**src/rtl/brom_fetch_bridge_pkg.sv**
```systemverilog
// Shared types for the bootrom fetch bridge: FSM states, the ROM word type,
// the word-offset constant and the byte-swap helper.
package sargantana_brom_pkg;

  typedef enum logic [1:0] {
    ST_IDLE,
    ST_ISSUE,
    ST_WAIT,
    ST_RESP
  } brom_state_e;

  typedef logic [63:0] brom_word_t;

  localparam int BROM_WORD_OFFSET = 3;
  localparam int TAG_W            = 40 - BROM_WORD_OFFSET;

  function automatic logic [31:0] bswap32(input logic [31:0] w);
    return {w[7:0], w[15:8], w[23:16], w[31:24]};
  endfunction

endpackage

```
**src/rtl/brom_fetch_bridge_word_buffer.sv**
```systemverilog
// One-entry 64b ROM word buffer: tag/valid/data, hit compare against the
// incoming fetch, and 32b word select with optional byte swap.
module brom_word_buffer
  import sargantana_brom_pkg::*;
#(
  parameter bit SwapEndian = 1'b1
) (
  input  logic             clk_i,
  input  logic             reset_l,
  input  logic             i_fill,
  input  logic             i_inval,
  input  logic [TAG_W-1:0] i_fill_tag,
  input  logic [63:0]      i_fill_data,
  input  logic [TAG_W-1:0] i_lookup_tag,
  input  logic             i_sel_hi,
  output logic             o_hit,
  output logic [31:0]      o_word
);

  logic             r_valid;
  logic [TAG_W-1:0] r_tag;
  brom_word_t       r_data;
  logic [31:0]      w_sel;

  always_ff @(posedge clk_i or negedge reset_l) begin
    if (!reset_l) begin
      r_valid <= 1'b0;
    end else if (i_fill) begin
      r_valid <= 1'b1;
    end else if (i_inval) begin
      r_valid <= 1'b0;
    end
  end

  // Tag and data only matter while r_valid is set, so they carry no reset.
  always_ff @(posedge clk_i) begin
    if (i_fill) begin
      r_tag  <= i_fill_tag;
      r_data <= i_fill_data;
    end
  end

  assign o_hit  = r_valid && (r_tag == i_lookup_tag);
  assign w_sel  = i_sel_hi ? r_data[63:32] : r_data[31:0];
  assign o_word = SwapEndian ? bswap32(w_sel) : w_sel;

endmodule

```
**src/rtl/brom_fetch_bridge.sv**
```systemverilog
// Bootrom fetch bridge: range-checks core fetches, serves hits from a one-word
// buffer and otherwise reads the 64b ROM macro under a bounded wait.
module brom_fetch_bridge
  import sargantana_brom_pkg::*;
#(
  parameter logic [63:0] BromBase      = 64'h00C0000000,
  parameter logic [63:0] BromEnd       = 64'h00C0010000,
  parameter int          RomAddrWidth  = 13,
  parameter int          TimeoutCycles = 64,
  parameter bit          SwapEndian    = 1'b1
) (
  input  logic                    clk_i,
  input  logic                    reset_l,
  input  logic                    brom_req_valid_i,
  input  logic [39:0]             brom_req_address_i,
  output logic                    brom_resp_valid_o,
  output logic [31:0]             brom_resp_data_o,
  output logic                    rom_req_o,
  output logic [RomAddrWidth-1:0] rom_addr_o,
  input  logic                    rom_rvalid_i,
  input  logic [63:0]             rom_rdata_i,
  output logic                    err_o,
  output logic                    drop_o
);

  localparam int TMR_W = $clog2(TimeoutCycles + 1);

  brom_state_e             r_state;
  logic [TAG_W-1:0]        r_req_tag;
  logic                    r_req_hi;
  logic                    r_err_flag;
  logic [TMR_W-1:0]        r_timer;
  logic                    r_resp_valid;
  logic [31:0]             r_resp_data;
  logic                    r_rom_req;
  logic [RomAddrWidth-1:0] r_rom_addr;
  logic                    r_err;

  logic [63:0] w_addr64;
  logic        w_in_range;
  logic        w_hit;
  logic        w_fill;
  logic        w_timeout;
  logic [31:0] w_word;

  assign w_addr64   = {24'd0, brom_req_address_i};
  assign w_in_range = (w_addr64 >= BromBase) && (w_addr64 < BromEnd);
  // ROM data is only accepted in WAIT; stale or late beats never touch the buffer.
  assign w_fill     = (r_state == ST_WAIT) && rom_rvalid_i;
  assign w_timeout  = (r_state == ST_WAIT) && !rom_rvalid_i &&
                      (r_timer == TMR_W'(TimeoutCycles - 1));

  brom_word_buffer #(
    .SwapEndian(SwapEndian)
  ) u_buf (
    .clk_i       (clk_i),
    .reset_l     (reset_l),
    .i_fill      (w_fill),
    .i_inval     (w_timeout),
    .i_fill_tag  (r_req_tag),
    .i_fill_data (rom_rdata_i),
    .i_lookup_tag(brom_req_address_i[39:BROM_WORD_OFFSET]),
    .i_sel_hi    (r_req_hi),
    .o_hit       (w_hit),
    .o_word      (w_word)
  );

  always_ff @(posedge clk_i) begin
    if (r_state == ST_IDLE && brom_req_valid_i) begin
      r_req_tag <= brom_req_address_i[39:BROM_WORD_OFFSET];
      r_req_hi  <= brom_req_address_i[2];
    end
  end

  always_ff @(posedge clk_i or negedge reset_l) begin
    if (!reset_l) begin
      r_state      <= ST_IDLE;
      r_err_flag   <= 1'b0;
      r_timer      <= '0;
      r_resp_valid <= 1'b0;
      r_resp_data  <= '0;
      r_rom_req    <= 1'b0;
      r_rom_addr   <= '0;
      r_err        <= 1'b0;
    end else begin
      r_rom_req    <= 1'b0;
      r_resp_valid <= 1'b0;
      r_err        <= 1'b0;
      unique case (r_state)
        ST_IDLE: begin
          if (brom_req_valid_i) begin
            r_err_flag <= !w_in_range;
            if (!w_in_range || w_hit) begin
              r_state <= ST_RESP;
            end else begin
              // Strobe is raised on entry so it is high exactly while in ISSUE.
              r_rom_req  <= 1'b1;
              r_rom_addr <= RomAddrWidth'((w_addr64 - BromBase) >> BROM_WORD_OFFSET);
              r_state    <= ST_ISSUE;
            end
          end
        end
        ST_ISSUE: begin
          r_timer <= '0;
          r_state <= ST_WAIT;
        end
        ST_WAIT: begin
          if (rom_rvalid_i) begin
            r_state <= ST_RESP;
          end else if (w_timeout) begin
            r_err_flag <= 1'b1;
            r_state    <= ST_RESP;
          end else if (r_timer != '1) begin
            r_timer <= r_timer + 1'b1;
          end
        end
        ST_RESP: begin
          r_resp_valid <= 1'b1;
          r_err        <= r_err_flag;
          r_resp_data  <= r_err_flag ? 32'd0 : w_word;
          r_state      <= ST_IDLE;
        end
        default: r_state <= ST_IDLE;
      endcase
    end
  end

  assign brom_resp_valid_o = r_resp_valid;
  assign brom_resp_data_o  = r_resp_data;
  assign rom_req_o         = r_rom_req;
  assign rom_addr_o        = r_rom_addr;
  assign err_o             = r_err;
  assign drop_o            = brom_req_valid_i && (r_state != ST_IDLE);

endmodule

```
**config.mk**
```make
export PLATFORM = sky130hd
export DESIGN_NAME = brom_fetch_bridge
export DESIGN_NICKNAME = d
export VERILOG_FILES = /design/src/rtl/brom_fetch_bridge_pkg.sv /design/src/rtl/brom_fetch_bridge_word_buffer.sv /design/src/rtl/brom_fetch_bridge.sv
export SDC_FILE = /design/constraint.sdc
export NUM_CORES = 1
export LEC_CHECK = 0
export ABC_AREA = 1
export BUFFER_PORTS_ARGS = -buffer_cell sky130_fd_sc_hd__buf_2
export CAP_MARGIN = 20
export CELL_PAD_IN_SITES_DETAIL_PLACEMENT = 1
export CELL_PAD_IN_SITES_GLOBAL_PLACEMENT = 2
export CORE_MARGIN = 2
export CORE_UTILIZATION = 38
export DETAILED_ROUTE_END_ITERATION = 10
export GPL_ROUTABILITY_DRIVEN = 0
export PLACE_DENSITY_LB_ADDON = 0.2
export SLEW_MARGIN = 10
export SYNTH_ARGS = -nofsm -noshare
export SYNTH_HDL_FRONTEND = slang
export SYNTH_SLANG_ARGS = --single-unit
export TNS_END_PERCENT = 1
```
**constraint.sdc**
```tcl
create_clock -name clk_i -period 6.34 [get_ports clk_i]
set_input_delay 0.317 -clock clk_i [delete_from_list [all_inputs] [get_ports clk_i]]
set_output_delay 0.317 -clock clk_i [all_outputs]
set_load 0.1 [all_outputs]
```
==> results.md, run 1 <==
- Cell-internal power: 2.57 mW
- Clock tree from TritonCTS: built
- Ys Warns: 0
- Multiplexer share of the synthesized area: 0%
- Placement row count: 52
- Wire length of the first global-routing pass: 30400 um
- Iter 0 DRT Violations: 191
- Number of buffers between clock root and the deepest sink: 2
- Most frequent cells after synthesis: sky130_fd_sc_hd__nand2_1 (168), sky130_fd_sc_hd__edfxtp_1 (139), sky130_fd_sc_hd__inv_1 (88)
- Post-route design area: 9420 um2
- Area share of the largest cell type after synthesis: 54.2%
- Area leader, netlist: sky130_fd_sc_hd__edfxtp_1
- Antenna diode count: 0
- Critical path class: register to register
- Mean instance size in the synthesized netlist: 11.7 um2
- Cell at the root of the clock tree: sky130_fd_sc_hd__clkbuf_16
- Count of endpoints failing hold in the final timing report: 0
- Hold_ws: 0.0512 ns
- Main area contributors after synthesis: sky130_fd_sc_hd__edfxtp_1 (54%), sky130_fd_sc_hd__dfrtp_1 (19%), sky130_fd_sc_hd__nand2_1 (8.2%)
- Rel. slew slack: 36.8%
- Count of vias placed by the detailed router: 5233
- Number of fillers in the final layout: 2243
- Total wire length: 18500 um
- Antenna violations before repair: 0
- Count of flip-flops with a built-in enable after synthesis: 139
- Share of the synthesized area in compound gates (AO/OA/AOI/OAI): 5.46%
- Sequential area share after synthesis: 73.4%
- Vias/cell: 4.72
- Power after layout: 4.18 mW
- Worst slack at placement: 3.80 ns
- Min Clock Period, post-route: 2.45 ns
- Delay contributed by the slowest stage of the critical path: 0.72 ns
- Drt drc: 0
- Height of the die: 146 um
- Setup slack of the critical path after layout: 3.89 ns
- Final number of setup-violating endpoints: 0
- Period Utilization, post-route: 38.7%
- Buffers plus inverters on the worst setup path: 3
- Placed wire-length estimate after detailed placement: 12600 um
- Max-capacitance violation count: 0
- Setup fix buffers added after clock tree synthesis: 0
- Combined area of the multi-input logic cells: 1650 um2
- Total Negative Setup Slacks: 0 ns
- CP arrival: 2.51 ns
- CTS H-tree depth: 4
- Iteration count of the initial detailed-routing pass: 4
- Cell type of the slowest stage on the worst timing path: sky130_fd_sc_hd__buf_4
- Total CTS buffers: 17
- Synth Register Bits: 198
- Dominant combinational cell family by area after synthesis: simple AND/OR/NAND/NOR gates
- Wire length per cell after detailed routing: 16.7 um
- Ratio of total power to cell area: 444 nW/um2
- Fraction of power spent switching nets: 38.5%
- Number of buffers added to fix hold violations after cts: 0
- Worst ir drop on vdd: 0.255 mV
- Number of global-route vias before repair: 5570
- Share of the core filled with cells: 47.0%
- Cell-by-cell listing of the critical path: inv_1 -> ha_1 -> nand2_1 -> inv_4 -> buf_4
- Xor-xnor portion of the synthesized cell area: 0.682%
- Cell count after placement: 1076
- Final max-slew violation count: 0
- Required @ worst endpoint: 6.40 ns
- RSZ-0062 raised after global routing: no
- Proportion of register bits with asynchronous set or reset after synthesis: 29.8%
- Latest clock arrival within the worst-skew pair: 0.43 ns
- Critical path's top delay family: buffers and inverters
- Worst-margin pin slew: 0.948 ns
- Placed Instance Area: 8810 um2
- Cells after synthesis: 661
- Number of antenna-violating nets in the routed design: 0
- Clock tree skew after final layout: 0.0100 ns
- Initial core utilization: 38.4%
- Number of placed I/O pins: 157
- Post-synthesis net count: 774
- Status: complete, no violations
- Quantity of I/O buffers inserted on ports: 154
- CTS clock-pin slew for the worst setup and hold paths: 0.07 ns
- Top-count cell post-synth: sky130_fd_sc_hd__nand2_1
- Switching component of the power: 1.61 mW
- Total routing resource utilization after global routing: 18.3%
- Fin cells: 1108
- Most common flop cell mapped by yosys: sky130_fd_sc_hd__edfxtp_1
- Pleak: 4.26 nW
- Adder and majority gate portion of the synthesized area: 0.812%
- Area of the core region: 20000 um2
- Distinct cell type count of the synthesized netlist: 25
- Share of power burned in the clock network: 27.0%
- Footprint of the flip-flops and latches: 5650 um2
- Die Footprint: 21400 um2
- Fraction of layout instances using a drive strength above 1: 24.1%
- Clock Sink Count: 198
- Total Nets Final: 938
- Maximum achievable frequency: 408 MHz
- Chip Width: 146 um
- Logic pwr share: 29.8%
- Endpoint type of the worst setup path: register
- Power share of the sequential group: 43.3%
- Netlist Area Pre-Place: 7700 um2
- Resized cells post-CTS: 0
- Worst Path Max Fanout: 57
- Total gr overflow: 0
- Hold WC Path Type: primary input to asynchronous set/reset pin
- Area added between synthesis and finish: 22.4%
- Maximum number of pins on one net before global-route repair: 60
- Critical Path Start Type: register
- Area share of and/or/nand/nor cells after synthesis: 14.4%
[metal layers]
metal	global-route usage, %	share of wire, %
met5	0	0
met4	4.08	0.92
met1	24.6	46
met3	4.34	4.1
met2	30.5	49
[path summary, 6_finish.rpt]
| kind | start | slack, ns | endpoint | depth (start not counted) |
|---|---|---|---|---|
| max in group asynchronous | reset_l | 5.71 | rom_addr_o[2]$_DFFE_PN0P_ | 2 |
| hold reg to reg | r_req_tag[6]$_DFFE_PP_ | 0.42 | u_buf.r_tag[6]$_DFFE_PP_ | 0 |
| min in group clk_i | rom_rdata_i[25] | 0.06 | u_buf.r_data[25]$_DFFE_PP_ | 1 |
| setup / recovery | r_state[0]$_DFFE_PN0P_ | 3.89 | u_buf.r_tag[7]$_DFFE_PP_ | 5 |
| hold / removal | reset_l | 0.05 | brom_resp_data_o[3]$_DFFE_PN0P_ | 2 |
| setup reg to reg | r_state[0]$_DFFE_PN0P_ | 3.89 | u_buf.r_tag[7]$_DFFE_PP_ | 5 |
[kinds of logic (layout without fill, tap and decap cells)]
group	count (synthesis)	after routing
AOI/OAI and AO/OA	82	82
xor gates and xnor gates	6	6
adders and majority gates	5	5
buffers and inverters	104	281
DFF	198	198
and+or+nand+nor	266	266
[cell usage in the layout (no fill, tap or decap), drive strengths merged, types with 7 or more instances in the layout]
cell,Yosys,layout
edfxtp,139,139
clkbuf,13,19
nand3,7,7
nand4,21,21
nand2,172,172
nor2,62,62
o21ai,72,72
buf,3,161
dfrtp,59,59
inv,88,92
[worst reg2reg max path: cells and delay by family, from the launching register on]
family	cells	cell delay, ns
fa+ha+maj	1	0.20
flops	1	0.40
simple gates	1	0.11
buf+inv	3	1.29
[area by class of cell]
cell class	count	share of cell area (%)
flip-flops and latches	198	60.0
multi-input cells	359	17.5
repair buffers	161	8.95
clock buffers	19	4.70
well taps	270	3.59
inverters	88	3.53
clock inverters	13	1.79
[power groups by stage]
stage	Sequential [mW]	Clock, mW	Combinational (mW)
floorplan	2.38	0	0.385
global placement	1.82	0	1.21
detailed placement	1.84	0	1.26
CTS	1.81	1.16	1.26
global route	1.84	1.21	1.35
finish	1.81	1.13	1.24
[registers in the layout, summed over array words and instances, names as in the netlist, 2 cells and up]
name and flops:
u_buf.r_tag 37, r_state 2, r_timer 7, u_buf.r_data 64
brom_resp_data_o 32, rom_addr_o 13, r_req_tag 37
Power figures use the tool's default switching activity.
==> inputs of run 2 (changes only) <==
--- a/config.mk
+++ b/config.mk
@@ -11,7 +11,7 @@
 export CELL_PAD_IN_SITES_DETAIL_PLACEMENT = 1
 export CELL_PAD_IN_SITES_GLOBAL_PLACEMENT = 2
 export CORE_MARGIN = 2
-export CORE_UTILIZATION = 38
+export CORE_UTILIZATION = 32
 export DETAILED_ROUTE_END_ITERATION = 10
 export GPL_ROUTABILITY_DRIVEN = 0
 export PLACE_DENSITY_LB_ADDON = 0.2
==> constraint.sdc (replaced) <==
create_clock -name clk_i -period 2 [get_ports clk_i]
set_input_delay 0.1 -clock clk_i [delete_from_list [all_inputs] [get_ports clk_i]]
set_output_delay 0.1 -clock clk_i [all_outputs]
set_load 0.1 [all_outputs]
==> run 2 against run 1 <==
Compared with the run above: global-route usage decreased by 1.3 points; critical path depth down 1; sequential share of layout area is 6.7 points lower; register-to-register slack worse by 3.6 ns; sequential power rose to 3.2 times the previous value; largest cell class unchanged.
==> results.md, run 2 (synthesis gave the netlist of run 1 again) <==
- Die Footprint: 25300 um2 (+18%)
- Count of vias placed by the detailed router: 5630 (+7.6%)
- Worst slack at placement: 0.233 ns (-3.57 ns)
- Cell type of the slowest stage on the worst timing path: sky130_fd_sc_hd__buf_2
- Top reg by flops: u_buf.r_data
- Number of global-route vias before repair: 6119 (+9.9%)
- Chip Width: 159 um (+8.7%)
- Hold endpoint: r_state[1]$_DFFE_PN0P_
- Setup fix buffers added after clock tree synthesis: 0 (unchanged)
- Wire length of the first global-routing pass: 33500 um (+10%)
- Initial core utilization: 32.7% (-5.7 points)
- Iter 0 DRT Violations: 301 (+58%)
- Min-Delay Startpoint: brom_req_valid_i
- RSZ-0062 raised after global routing: no
- Critical Path Start Type: register
- Cell count after placement: 1132 (+5.2%)
- Reg2reg setup slack: 0.31 ns (-3.58 ns)
- CTS H-tree depth: 4 (unchanged)
- Antenna diode count: 0 (unchanged)
- Total CTS buffers: 17 (unchanged)
- Period Utilization, post-route: 93.4%
- Start of the worst register-to-register path: r_state[0]$_DFFE_PN0P_
- Number of antenna-violating nets in the routed design: 0 (unchanged)
- FF-to-FF End: r_timer[6]$_DFFE_PN0P_
- Delay contributed by the slowest stage of the critical path: 0.43 ns (-0.29 ns)
- Hold WC Path Type: primary input to register
- Area of the core region: 23500 um2 (+17%)
- Leading cell types in the layout, fill and taps excluded: sky130_fd_sc_hd__nand2_1 (167), sky130_fd_sc_hd__buf_2 (154), sky130_fd_sc_hd__edfxtp_1 (139)
- Max FFs per register: 64 (unchanged)
- Iteration count of the initial detailed-routing pass: 5 (+1)
- Worst ir drop on vdd: 0.572 mV (+120%)
- Number of buffers between clock root and the deepest sink: 2 (unchanged)
- Wire length per cell after detailed routing: 16.2 um (-2.9%)
- Status: complete, no violations
- Quantity of I/O buffers inserted on ports: 154 (unchanged)
- Final number of setup-violating endpoints: 0 (unchanged)
- Fin cells: 1268 (+14%)
- Cell-by-cell listing of the critical path: inv_1 -> ha_1 -> nor2_1 -> buf_2
- Most common library cell in the layout ignoring fill and taps: sky130_fd_sc_hd__nand2_1
- Fraction of layout instances using a drive strength above 1: 22.1% (-2.0 points)
- Clock Sink Count: 198 (unchanged)
- Cell at the root of the clock tree: sky130_fd_sc_hd__clkbuf_16
- Placement row count: 56 (+7.7%)
- Cell-internal power: 8.16 mW (+220%)
- Critical path class: register to primary output
- CP arrival: 1.77 ns (-0.74 ns)
- Power share of the sequential group: 42.6% (-0.7 points)
- Depth of the worst register-to-register path: 10 (+5)
- Logic pwr share: 31.0% (+1.2 points)
- Antenna violations before repair: 0 (unchanged)
- Max-capacitance violation count: 0 (unchanged)
- Total routing resource utilization after global routing: 17.0% (-1.3 points)
- Clock tree skew after final layout: 0.0107 ns (+0.000718 ns)
- Min Clock Period, post-route: 1.87 ns
- Placed wire-length estimate after detailed placement: 13300 um (+5.9%)
- Biggest regs: u_buf.r_data: 64 flops, r_req_tag: 37 flops, u_buf.r_tag: 37 flops
- Vias/cell: 4.44 (-6.0%)
- Final max-slew violation count: 0 (unchanged)
- Number of cells traversed by the worst hold path: 4
- Count of endpoints failing hold in the final timing report: 0 (unchanged)
- Clock tree from TritonCTS: built
- Total wire length: 20600 um (+11%)
- Latest clock arrival within the worst-skew pair: 0.44 ns (about the same)
- Total gr overflow: 0 (unchanged)
- Buffers plus inverters on the worst setup path: 2 (-1)
- Height of the die: 159 um (+8.7%)
- Endpoint type of the worst setup path: primary output
- Setup slack of the critical path after layout: 0.132 ns (-3.76 ns)
- Worst Path Max Fanout: 7 (-88%)
- Area added between synthesis and finish: 37.8%
- Share of power burned in the clock network: 26.4% (-0.6 points)
- Critical path's top delay family: buffers and inverters
- Worst-margin pin slew: 0.538 ns (-0.410 ns)
- Pleak: 4.74 nW (+11%)
- Rel. slew slack: 64.1% (+27 points)
- CTS clock-pin slew for the worst setup and hold paths: 0.07 ns (about the same)
- Drt drc: 0 (unchanged)
- Maximum achievable frequency: 535 MHz
- Total Nets Final: 1049 (+12%)
- Ratio of total power to cell area: 1270 nW/um2 (+190%)
- Fraction of power spent switching nets: 39.5% (+1.0 points)
- Switching component of the power: 5.32 mW (+230%)
- Hold_ws: 0.0788 ns (+0.0276 ns)
- Required @ worst endpoint: 1.90 ns (-4.50 ns)
- Number of placed I/O pins: 157 (unchanged)
- Maximum number of pins on one net before global-route repair: 65 (+8.3%)
## run 2: cell types whose count changed in the layout (fill, tap and decap cells not counted), sizes merged
cell / change
dlygate4sd3: +104
bufinv: -2
buf: +7
clkinv: +4
clkinvlp: -2
## run 2: layer usage
layer  wire length, um  track usage (%)  share of wire, %
met1              9170             21.3                45
met5                 0                0                 0
met3               735             3.46               3.6
met4               232             5.25               1.1
met2             10400             29.7                51
## run 2: power by group through the flow
stage	Sequential [mW]	Clock, mW	Combinational, mW
after floorplan	7.51	0	1.23
after global placement	5.78	0	3.96
after detailed placement	5.82	0	4.04
after CTS	5.74	3.68	4.22
after global routing	5.83	3.84	4.51
final	5.74	3.56	4.18
## run 2: worst max-delay path by stage
stage / start / to / cells after the start
floorplan: r_state[0]$_DFFE_PN0P_ / u_buf.r_data[0]$_DFFE_PP_ / 4
global placement: u_buf.r_tag[8]$_DFFE_PP_ / rom_addr_o[5]$_DFFE_PN0P_ / 9
detailed placement: brom_req_address_i[34] / rom_addr_o[0]$_DFFE_PN0P_ / 6
CTS: r_state[0]$_DFFE_PN0P_ / drop_o / 4
global route: r_state[0]$_DFFE_PN0P_ / drop_o / 4
finish: r_state[0]$_DFFE_PN0P_ / drop_o / 4
## run 2: final cells by class
type                       instances  area, um2
timing repair buffer             272       1970
sequential                       198       5650
inverter                          88        334
clock buffer                      19        454
clock inverter                    13        161
tap                              319        399
multi-input combinational        359       1650
fill                            2620      12900
## run 2: timing repair
item | in CTS | in global routing
gates resized for setup | 0 | 1
endpoints found under the setup margin | 0 | 1
hold buffers | 104 | 0
endpoints found under the hold margin | 135 | 0
## run 2: metrics by stage
stage | setup TNS [ns] | cell area [um2] | utilization (%) | power (mW)
after floorplan | -61.07 | 7710 | - | 8.73
after CTS | 0 | 10600 | 45.1 | 13.6
after global placement | 0 | 8960 | 38.0 | 9.73
after detailed placement | 0 | 8960 | 38.0 | 9.87
final | 0 | 10600 | 45.1 | 13.5
after global routing | 0 | 10600 | 45.1 | 14.2
## run 2: worst min-delay path, cell delays in order
cell	delay (ns)
sky130_fd_sc_hd__buf_2	0.11
sky130_fd_sc_hd__o21ai_0	0.14
sky130_fd_sc_hd__nand2_1	0.09
sky130_fd_sc_hd__nand2_1	0.05
==> inputs of run 3 (changes only) <==
==> constraint.sdc (replaced) <==
create_clock -name clk_i -period 1.6 [get_ports clk_i]
set_input_delay 0.08 -clock clk_i [delete_from_list [all_inputs] [get_ports clk_i]]
set_output_delay 0.08 -clock clk_i [all_outputs]
set_load 0.1 [all_outputs]
==> run 3 against run 2 <==
Compared with the run above: combinational power up 35%; cell count grew 1.3%; global-route usage is 0.33 points higher; non-clock buffer count increased by 16; sequential share of layout area is 1.2 points lower; hold slack worse by 0.061 ns; critical path depth up 5; clock skew grew 0.0021 ns; worst setup slack lost 0.12 ns; clock power grew 19%; register-to-register slack worse by 0.30 ns; routed wire length up 2.2%.
==> results.md, run 3 (synthesis gave the netlist of run 1 again) <==
- Max-capacitance violation count: 0 (unchanged)
- RSZ-0062 raised after global routing: yes
- Quantity of I/O buffers inserted on ports: 154 (unchanged)
- Worst ir drop on vdd: 0.670 mV (+17%)
- CP arrival: 1.91 ns (+0.14 ns)
- Placed Instance Area: 9110 um2 (+1.7%)
- Clock Sink Count: 198 (unchanged)
- Critical Path Start Type: register
- Endpoint type of the worst setup path: register
- Start of the worst register-to-register path: u_buf.r_tag[1]$_DFFE_PP_
- Count of vias placed by the detailed router: 5712 (+1.5%)
- Final number of setup-violating endpoints: 0 (unchanged)
- Number of placed I/O pins: 157 (unchanged)
- Biggest regs: u_buf.r_data: 64 flops, r_req_tag: 37 flops, u_buf.r_tag: 37 flops
- Wire length per cell after detailed routing: 16.3 um (+0.81%)
- Count of endpoints failing hold in the final timing report: 0 (unchanged)
- Hold WC Path Type: primary input to register
- Total routing resource utilization after global routing: 17.3% (+0.33 points)
- Final max-slew violation count: 0 (unchanged)
- Max FFs per register: 64 (unchanged)
- Rel. slew slack: 65.3% (+1.1 points)
- Drt drc: 0 (unchanged)
- Latest clock arrival within the worst-skew pair: 0.44 ns (about the same)
- Cell at the root of the clock tree: sky130_fd_sc_hd__clkbuf_16
- Status: complete, no violations
- CTS H-tree depth: 4 (unchanged)
- Reg2reg setup slack: 0.008 ns (-0.30 ns)
- Min Clock Period, post-route: 1.59 ns
- Area of the core region: 23500 um2 (unchanged)
- Iteration count of the initial detailed-routing pass: 4 (-1)
- Hold endpoint: r_state[1]$_DFFE_PN0P_
- Initial core utilization: 32.7% (unchanged)
- Clock tree from TritonCTS: built
- Share of the core filled with cells: 46.1% (+1.1 points)
- Depth of the worst register-to-register path: 9 (-1)
- Setup slack of the critical path after layout: 0.00785 ns (-0.125 ns)
- Vias/cell: 4.45 (+0.11%)
- Antenna diode count: 0 (unchanged)
- Total CTS buffers: 17 (unchanged)
- Top reg by flops: u_buf.r_data
- Power after layout: 17.0 mW (+27%)
- Number of antenna-violating nets in the routed design: 0 (unchanged)
- Ratio of total power to cell area: 1570 nW/um2 (+24%)
- Worst slack at placement: -0.0946 ns (-0.327 ns)
- Iter 0 DRT Violations: 235 (-22%)
- Total Nets Final: 1066 (+1.6%)
- Fraction of layout instances using a drive strength above 1: 24.9% (+2.8 points)
- Chip Width: 159 um (unchanged)
- Maximum number of pins on one net before global-route repair: 60 (-7.7%)
- Total gr overflow: 0 (unchanged)
- Maximum achievable frequency: 628 MHz
- Required @ worst endpoint: 1.92 ns (+0.02 ns)
- Placement row count: 56 (unchanged)
- FF-to-FF End: rom_addr_o[1]$_DFFE_PN0P_
- Leading cell types in the layout, fill and taps excluded: sky130_fd_sc_hd__nand2_1 (165), sky130_fd_sc_hd__buf_2 (153), sky130_fd_sc_hd__edfxtp_1 (139)
- Critical path class: register to register
- Total wire length: 21000 um (+2.2%)
- Clock tree skew after final layout: 0.0129 ns (+0.00214 ns)
- Min-Delay Startpoint: brom_req_valid_i
- Worst Path Max Fanout: 6 (-1)
- Area added between synthesis and finish: 41.1%
- Height of the die: 159 um (unchanged)
- Wire length of the first global-routing pass: 34500 um (+2.9%)
- Worst-margin pin slew: 0.525 ns (-0.0132 ns)
- Most common library cell in the layout ignoring fill and taps: sky130_fd_sc_hd__nand2_1
- Crit path from: u_buf.r_tag[1]$_DFFE_PP_
- Placed wire-length estimate after detailed placement: 13600 um (+2.4%)
- Post-route design area: 10900 um2 (+2.3%)
- Number of buffers between clock root and the deepest sink: 2 (unchanged)
- Antenna violations before repair: 0 (unchanged)
- Period Utilization, post-route: 99.5%
- Number of global-route vias before repair: 6437 (+5.2%)
- Number of cells traversed by the worst hold path: 4 (unchanged)
- CTS clock-pin slew for the worst setup and hold paths: 0.08 ns (about the same)
- Pleak: 4.84 nW (+2.1%)
- Die Footprint: 25300 um2 (unchanged)
[run 3: repair_timing]
| action | in CTS | in global routing |
|---|---|---|
| setup buffers | 5 | 2 |
| endpoints found under the hold margin | 175 | 0 |
| setup endpoints to repair | 23 | 56 |
| hold buffers | 104 | 0 |
| resized for setup | 11 | 50 |
| cloned | 0 | 1 |
| pin swaps | 3 | 16 |
[run 3: power breakdown]
part	internal, mW	switching, mW	total (mW)
logic	1.39	4.24	5.63
clock network	2.14	2.11	4.25
registers	6.75	0.415	7.17
[run 3: worst max path at each step]
stage,to,cells after the start
5_1_grt,rom_addr_o[4]$_DFFE_PN0P_,9
4_1_cts,r_timer[6]$_DFFE_PN0P_,10
2_1_floorplan,u_buf.r_data[0]$_DFFE_PP_,4
3_5_place_dp,r_timer[6]$_DFFE_PN0P_,10
3_3_place_gp,rom_addr_o[9]$_DFFE_PN0P_,9
6_report,rom_addr_o[1]$_DFFE_PN0P_,9
[run 3: final cells by class]
class	count	area (um2)
well taps	319	399
inverters	88	334
repair buffers	288	2160
flip-flops and latches	198	5650
clock inverters	14	145
fillers	2608	12700
multi-input cells	360	1730
clock buffers	18	439
[run 3: layer usage]
layer,wire (um),track usage [%],vias to the layer above
li1,-,-,2778
met1,9140,21.6,2777
met2,10600,30.4,132
met3,899,3.75,25
met4,321,5.12,0
met5,0,0,-
[run 3: worst max-delay path: stages, from the launching register on]
cell and delay, ns:
sky130_fd_sc_hd__edfxtp_1 0.43, sky130_fd_sc_hd__nand2_1 0.09, sky130_fd_sc_hd__nand4_1 0.12, sky130_fd_sc_hd__nor2_2 0.16, sky130_fd_sc_hd__nand2_1 0.08, sky130_fd_sc_hd__nor2_2 0.15
sky130_fd_sc_hd__nand3_4 0.15, sky130_fd_sc_hd__buf_6 0.17, sky130_fd_sc_hd__nand4_1 0.07, sky130_fd_sc_hd__nand2_1 0.06
[run 3: stage by stage]
stage	hold WS (ns)	cells	setup TNS, ns
2_1_floorplan	-0.216	661	-111.29
3_3_place_gp	0.129	1141	-0.602
3_5_place_dp	0.131	1141	-1.23
4_1_cts	0.0588	1282	-0.0559
5_1_grt	0.0449	1285	-2.27
6_report	0.0174	1285	0
